**src/rtl/ext_sum_acc.sv**
```systemverilog
// Streaming multi-channel accumulator with per-packet zero/sign extension of operands.
// Define EXT_SUM_SAT_EN to clamp the stored sum on overflow instead of wrapping.
module ext_sum_acc #(
    parameter int IN_W     = 15,
    parameter int ACC_W    = 17,
    parameter int CHANNELS = 2
) (
    input  logic                     clk_i,
    input  logic                     rst_ni,
    input  logic                     in_valid_i,
    output logic                     in_ready_o,
    input  logic [CHANNELS*IN_W-1:0] in_data_i,
    input  logic                     in_signed_i,
    input  logic                     in_last_i,
    output logic                     out_valid_o,
    input  logic                     out_ready_i,
    output logic [ACC_W-1:0]         out_sum_o,
    output logic                     out_overflow_o
);

    // state | meaning
    // IDLE  | no partial sum held
    // ACCUM | partial sum held, packet in progress
    // HOLD  | result presented on the output
    typedef enum logic [1:0] {IDLE, ACCUM, HOLD} stateT;

    localparam int FULL_W = ACC_W + $clog2(CHANNELS + 1);

    stateT              state;
    logic [ACC_W-1:0]   accReg;
    logic               modeSigned;
    logic               packetOvf;

    logic               accept;
    logic               firstBeat;
    logic               beatSigned;
    logic [FULL_W-1:0]  fullSum;
    logic [FULL_W-ACC_W:0] topBits;
    logic               beatOvf;
    logic               nextOvf;
    logic [ACC_W-1:0]   nextAcc;

    assign in_ready_o = (state != HOLD) || out_ready_i;
    assign accept     = in_valid_i && in_ready_o;
    assign firstBeat  = (state != ACCUM);
    assign beatSigned = firstBeat ? in_signed_i : modeSigned;

    always_comb begin
        fullSum = '0;
        if (!firstBeat) begin
            fullSum = {{(FULL_W-ACC_W){beatSigned & accReg[ACC_W-1]}}, accReg};
        end
        for (int k = 0; k < CHANNELS; k++) begin
            fullSum = fullSum + {{(FULL_W-IN_W){beatSigned & in_data_i[k*IN_W + IN_W - 1]}},
                                 in_data_i[k*IN_W +: IN_W]};
        end
    end

    // Signed results fit only when every bit from ACC_W-1 upward agrees.
    assign topBits = fullSum[FULL_W-1:ACC_W-1];
    assign beatOvf = beatSigned ? !((&topBits) || (~|topBits))
                                : (|fullSum[FULL_W-1:ACC_W]);
    assign nextOvf = beatOvf || (!firstBeat && packetOvf);

    always_comb begin
        nextAcc = fullSum[ACC_W-1:0];
`ifdef EXT_SUM_SAT_EN
        if (beatOvf) begin
            if (!beatSigned) begin
                nextAcc = '1;
            end else if (fullSum[FULL_W-1]) begin
                nextAcc = {1'b1, {(ACC_W-1){1'b0}}};
            end else begin
                nextAcc = {1'b0, {(ACC_W-1){1'b1}}};
            end
        end
`endif
    end

    always_ff @(posedge clk_i or negedge rst_ni) begin
        if (!rst_ni) begin
            state          <= IDLE;
            accReg         <= '0;
            modeSigned     <= 1'b0;
            packetOvf      <= 1'b0;
            out_valid_o    <= 1'b0;
            out_sum_o      <= '0;
            out_overflow_o <= 1'b0;
        end else begin
            if (out_valid_o && out_ready_i) begin
                out_valid_o <= 1'b0;
            end
            if (accept) begin
                accReg     <= nextAcc;
                modeSigned <= beatSigned;
                packetOvf  <= nextOvf;
                if (in_last_i) begin
                    out_sum_o      <= nextAcc;
                    out_overflow_o <= nextOvf;
                    out_valid_o    <= 1'b1;
                    state          <= HOLD;
                end else begin
                    state <= ACCUM;
                end
            end else if (state == HOLD && out_ready_i) begin
                state <= IDLE;
            end
        end
    end

endmodule
```
**config.mk**
```make
export PLATFORM = sky130hd
export DESIGN_NAME = ext_sum_acc
export DESIGN_NICKNAME = d
export VERILOG_FILES = /design/src/rtl/ext_sum_acc.sv
export SDC_FILE = /design/constraint.sdc
export NUM_CORES = 1
export LEC_CHECK = 0
export CAP_MARGIN = 15
export CORE_MARGIN = 4
export CORE_UTILIZATION = 45
export DETAILED_ROUTE_END_ITERATION = 16
export PLACE_DENSITY_LB_ADDON = 0.2
export SLEW_MARGIN = 10
export SYNTH_ARGS = -nofsm -noshare
export SYNTH_HDL_FRONTEND = slang
export SYNTH_SLANG_ARGS = --single-unit
```
**constraint.sdc**
```tcl
create_clock -name clk_i -period 8.15 [get_ports clk_i]
set_clock_uncertainty 0.15 [all_clocks]
set_input_delay 1.2225 -clock clk_i [delete_from_list [all_inputs] [get_ports clk_i]]
set_output_delay 1.2225 -clock clk_i [all_outputs]
set_load 0.005 [all_outputs]
```
==> impl_metrics.py <==
metrics = {
    "floorplanning": {
        "area_of_the_core_um2": 6390,
        "io-pin-count": 56,
        "starting_density_of_the_core_pct": 46.6,
        "dieArea_um2": 7990,
        "rows": 29,
        "die_x_um": 89.4,
        "chipHeight_um": 89.4,
    },
    "yosys": {
        "synth.net_count": 383,
        "yosys.area_share.xor_xnor_pct": 4.12,
        "postSynthAreaPerCell_um2": 9.58,
        "netlist_area_um2": 2980,
        "synth_compound_area_share_pct": 14.9,
        "ys.flop_type": "sky130_fd_sc_hd__dfrtp_1",
        "synthSimpleGateAreaFrac_pct": 16.3,
        "synthesis.instances": 311,
        "synthesis.yosys.warnings": 0,
        "synth.largest_area_cell": "sky130_fd_sc_hd__dfrtp_1",
        "synth-seq-cells": 40,
        "synth.area.mux_share_pct": 7.01,
        "synth_fa_ha_area_share_pct": 19.9,
        "seq_area_frac_synth_pct": 33.6,
        "yosysUniqueCellTypes": 48,
        "synth_top_family_by_area": "adder cells",
        "async_flop_share_pct": 100,
        "synthTopCellsByArea": "sky130_fd_sc_hd__dfrtp_1 (34%), sky130_fd_sc_hd__fa_1 (13%), sky130_fd_sc_hd__nand2_1 (7.6%), sky130_fd_sc_hd__ha_1 (7.1%), sky130_fd_sc_hd__mux2_2 (5.7%)",
        "number_of_flops_mapped_to_enable_cells_by_yosys": 0,
        "yosys.area.top_type_share_pct": 33.6,
    },
    "cts": {
        "clk-insertion-delay-late_ps": 290,
        "clock_sinks": 40,
        "clkTransAtPathRegs_ps": 70,
        "cts_root_buffer": "sky130_fd_sc_hd__clkbuf_8",
        "clock_tree.buffer_depth": 2,
        "post-cts-setup-buffers": 0,
        "cts.hold.buffers_added": 0,
        "tritoncts.num_buffers": 5,
        "postCtsResizedCells": 0,
        "htree_levels": 2,
        "tritoncts": "done",
    },
    "sta": {
        "grt_setup_unrepaired": "false",
        "layout_min_cycle_time_ps": 4500,
        "max_freq_mhz": 222,
        "final_min_period_over_clock_period_pct": 55.2,
        "worstMarginPinSlew_ps": 919,
        "setup_viol_count_final": 0,
        "final.setup.tns_ps": 0,
        "slew_viol_final": 0,
        "hold_violations": 0,
        "max-slew-margin-rel_pct": 38.8,
    },
    "route": {
        "avgViaCountPerCell": 5.50,
        "drt_drc_violations_left": 0,
        "initialDrtViolationCount": 81,
        "post_detailed_route_count_of_antenna_violating_nets": 0,
        "avgRoutedWirePerCell_um": 15.7,
        "vias": 2398,
        "dr.pass1.iters": 5,
        "drt_total_wl_um": 6850,
    },
    "power_and_ir_drop": {
        "leakage_nw": 1.63,
        "p_int_mw": 0.670,
        "power_density_nw_per_um2": 308,
        "vdd_ir_drop_max_mv": 0.125,
        "p_switching_mw": 0.450,
        "combPwrFrac_pct": 59.7,
        "power_switching_share_pct": 40.2,
        "seq_power_share_pct": 29.7,
        "clock_power_share_pct": 10.7,
    },
    "worst_setup_path": {
        "r2r-end": "out_overflow_o",
        "worst-path-max-fanout": 4,
        "critPathKind": "primary input to register",
        "worstSetupStartpoint": "in_data_i[1]",
        "timing.reg2reg.worst_path_depth": 12,
        "worst-endpoint-arrival_ps": 4520,
        "worstSetupStartpointType": "primary input",
        "setup.worst_path.end_class": "register",
        "reg2reg_slack_ps": 3720,
        "worst_r2r_startpoint": "state[0]",
        "cp.required_ps": 8170,
        "worstSetupEndpoint": "out_sum_o[13]",
    },
    "outcome": {
        "outcome": "completed",
    },
    "global_routing": {
        "grt_max_degree": 41,
        "global_route.overflow_total": 0,
        "first_global_vias": 2422,
        "grt_antenna_before_repair": 0,
        "grtUsageTotal_pct": 19.0,
        "grt_first_pass_wirelength_um": 11800,
    },
    "finish": {
        "finalNetCount": 433,
        "antenna_cells": 0,
        "post_layout_nonfiller_instances": 436,
        "areaGrowthSynthToFinish_pct": 21.9,
        "layout_cell_share_with_drive_strength_beyond_1_pct": 7.52,
        "mostFrequentLayoutCells": "sky130_fd_sc_hd__nand2_1 (60), sky130_fd_sc_hd__clkdlybuf4s50_1 (54), sky130_fd_sc_hd__dfrtp_1 (40), sky130_fd_sc_hd__o21ai_0 (20), sky130_fd_sc_hd__a21oi_1 (20)",
        "layout_commonest_cell": "sky130_fd_sc_hd__nand2_1",
        "regArea_um2": 1000,
        "filler_cells": 602,
        "multi_input_gate_area_um2": 1860,
    },
    "placement": {
        "dp.final_hpwl_um": 5190,
        "place.detailed.instances": 431,
        "gp_congestion": 0.901,
        "buffer_ports.inserted": 55,
    },
    "flow_run": {
        "drv.max_cap_violation_count": 0,
    },
    "worst_hold_path": {
        "holdCritPathClass": "register to register",
    },
}
worst min-delay path by stage:
| stage | startpoint | end | slack, ps | cells past startpoint |
|---|---|---|---|---|
| 2_1_floorplan | accReg[12] | accReg[12] | 280 | 2 |
| 3_3_place_gp | accReg[2] | accReg[2] | 300 | 2 |
| 3_5_place_dp | accReg[2] | accReg[2] | 300 | 2 |
| 4_1_cts | accReg[2] | accReg[2] | 320 | 2 |
| 5_1_grt | accReg[2] | accReg[2] | 340 | 2 |
| 6_report | accReg[7] | accReg[7] | 320 | 2 |
routing by layer:
layer / global-route usage, % / vias to the layer above / wire length, um
li1: - / 1168 / -
met1: 25.3 / 1159 / 3080
met2: 31.7 / 56 / 3300
met3: 3.04 / 15 / 309
met4: 5.68 / 0 / 149
met5: 0 / - / 0
metrics by stage:
| step | power (mW) | hold WS [ps] | setup slack [ps] | cell area [um^2] | utilization (%) |
|---|---|---|---|---|---|
| 6_report | 1.12 | 315 | 3650 | 3630 | 56.9 |
| 5_1_grt | 1.22 | 345 | 3420 | 3630 | 56.9 |
| 4_1_cts | 1.13 | 322 | 3660 | 3630 | 56.9 |
| 3_5_place_dp | 1.00 | 304 | 3360 | 3560 | 55.8 |
| 3_3_place_gp | 0.985 | 299 | 3450 | 3560 | 55.8 |
| 2_1_floorplan | 0.783 | 280 | 4050 | 2980 | - |
cell families after synthesis:
group	after synthesis
xor gates and xnor gates	14
adders and majority gates	36
AOI/OAI and AO/OA	69
buffers and inverters	29
muxes	19
DFF	40
and+or+nand+nor	104
power groups by stage:
stage	clock network (mW)	registers, mW	logic [mW]
3_5_place_dp	0	0.337	0.666
6_report	0.119	0.332	0.668
5_1_grt	0.132	0.344	0.749
4_1_cts	0.123	0.333	0.671
2_1_floorplan	0	0.330	0.453
3_3_place_gp	0	0.335	0.650
worst max-delay path, stage by stage:
cell,delay (ps)
sky130_fd_sc_hd__clkdlybuf4s50_1,450
sky130_fd_sc_hd__inv_1,50
sky130_fd_sc_hd__fa_1,530
sky130_fd_sc_hd__inv_1,50
sky130_fd_sc_hd__ha_1,230
sky130_fd_sc_hd__fa_1,420
sky130_fd_sc_hd__a21o_1,230
sky130_fd_sc_hd__a221oi_2,350
sky130_fd_sc_hd__o22ai_2,190
sky130_fd_sc_hd__a21boi_2,230
sky130_fd_sc_hd__o21ai_0,140
sky130_fd_sc_hd__xnor2_1,160
sky130_fd_sc_hd__mux2_2,270
final cells by class:
| class | count | area share (%) |
|---|---|---|
| multi-input combinational | 242 | 51.1 |
| sequential | 40 | 27.6 |
| timing repair buffer | 55 | 15.0 |
| tap | 77 | 2.65 |
| clock buffer | 5 | 1.89 |
| inverter | 17 | 1.76 |
synthesized netlist by cell type (all sizes together), types with 3 or more instances:
master	instances
a21o	4
nor2	9
and3	3
dfrtp	40
nand2	60
clkbuf	8
and2	16
ha	17
inv	16
mux2	15
mux2i	4
xor2	4
nand4	5
buf	4
xnor2	10
o21ai	22
o211a	3
fa	19
o211ai	5
a21oi	21
state kept, by name (all words and copies together), names as in the netlist:
| signal | count |
|---|---|
| modeSigned | 1 |
| out_overflow_o | 1 |
| packetOvf | 1 |
| state | 2 |
| out_sum_o | 17 |
| out_valid_o | 1 |
| accReg | 17 |
(Power assumes the default switching activity.)
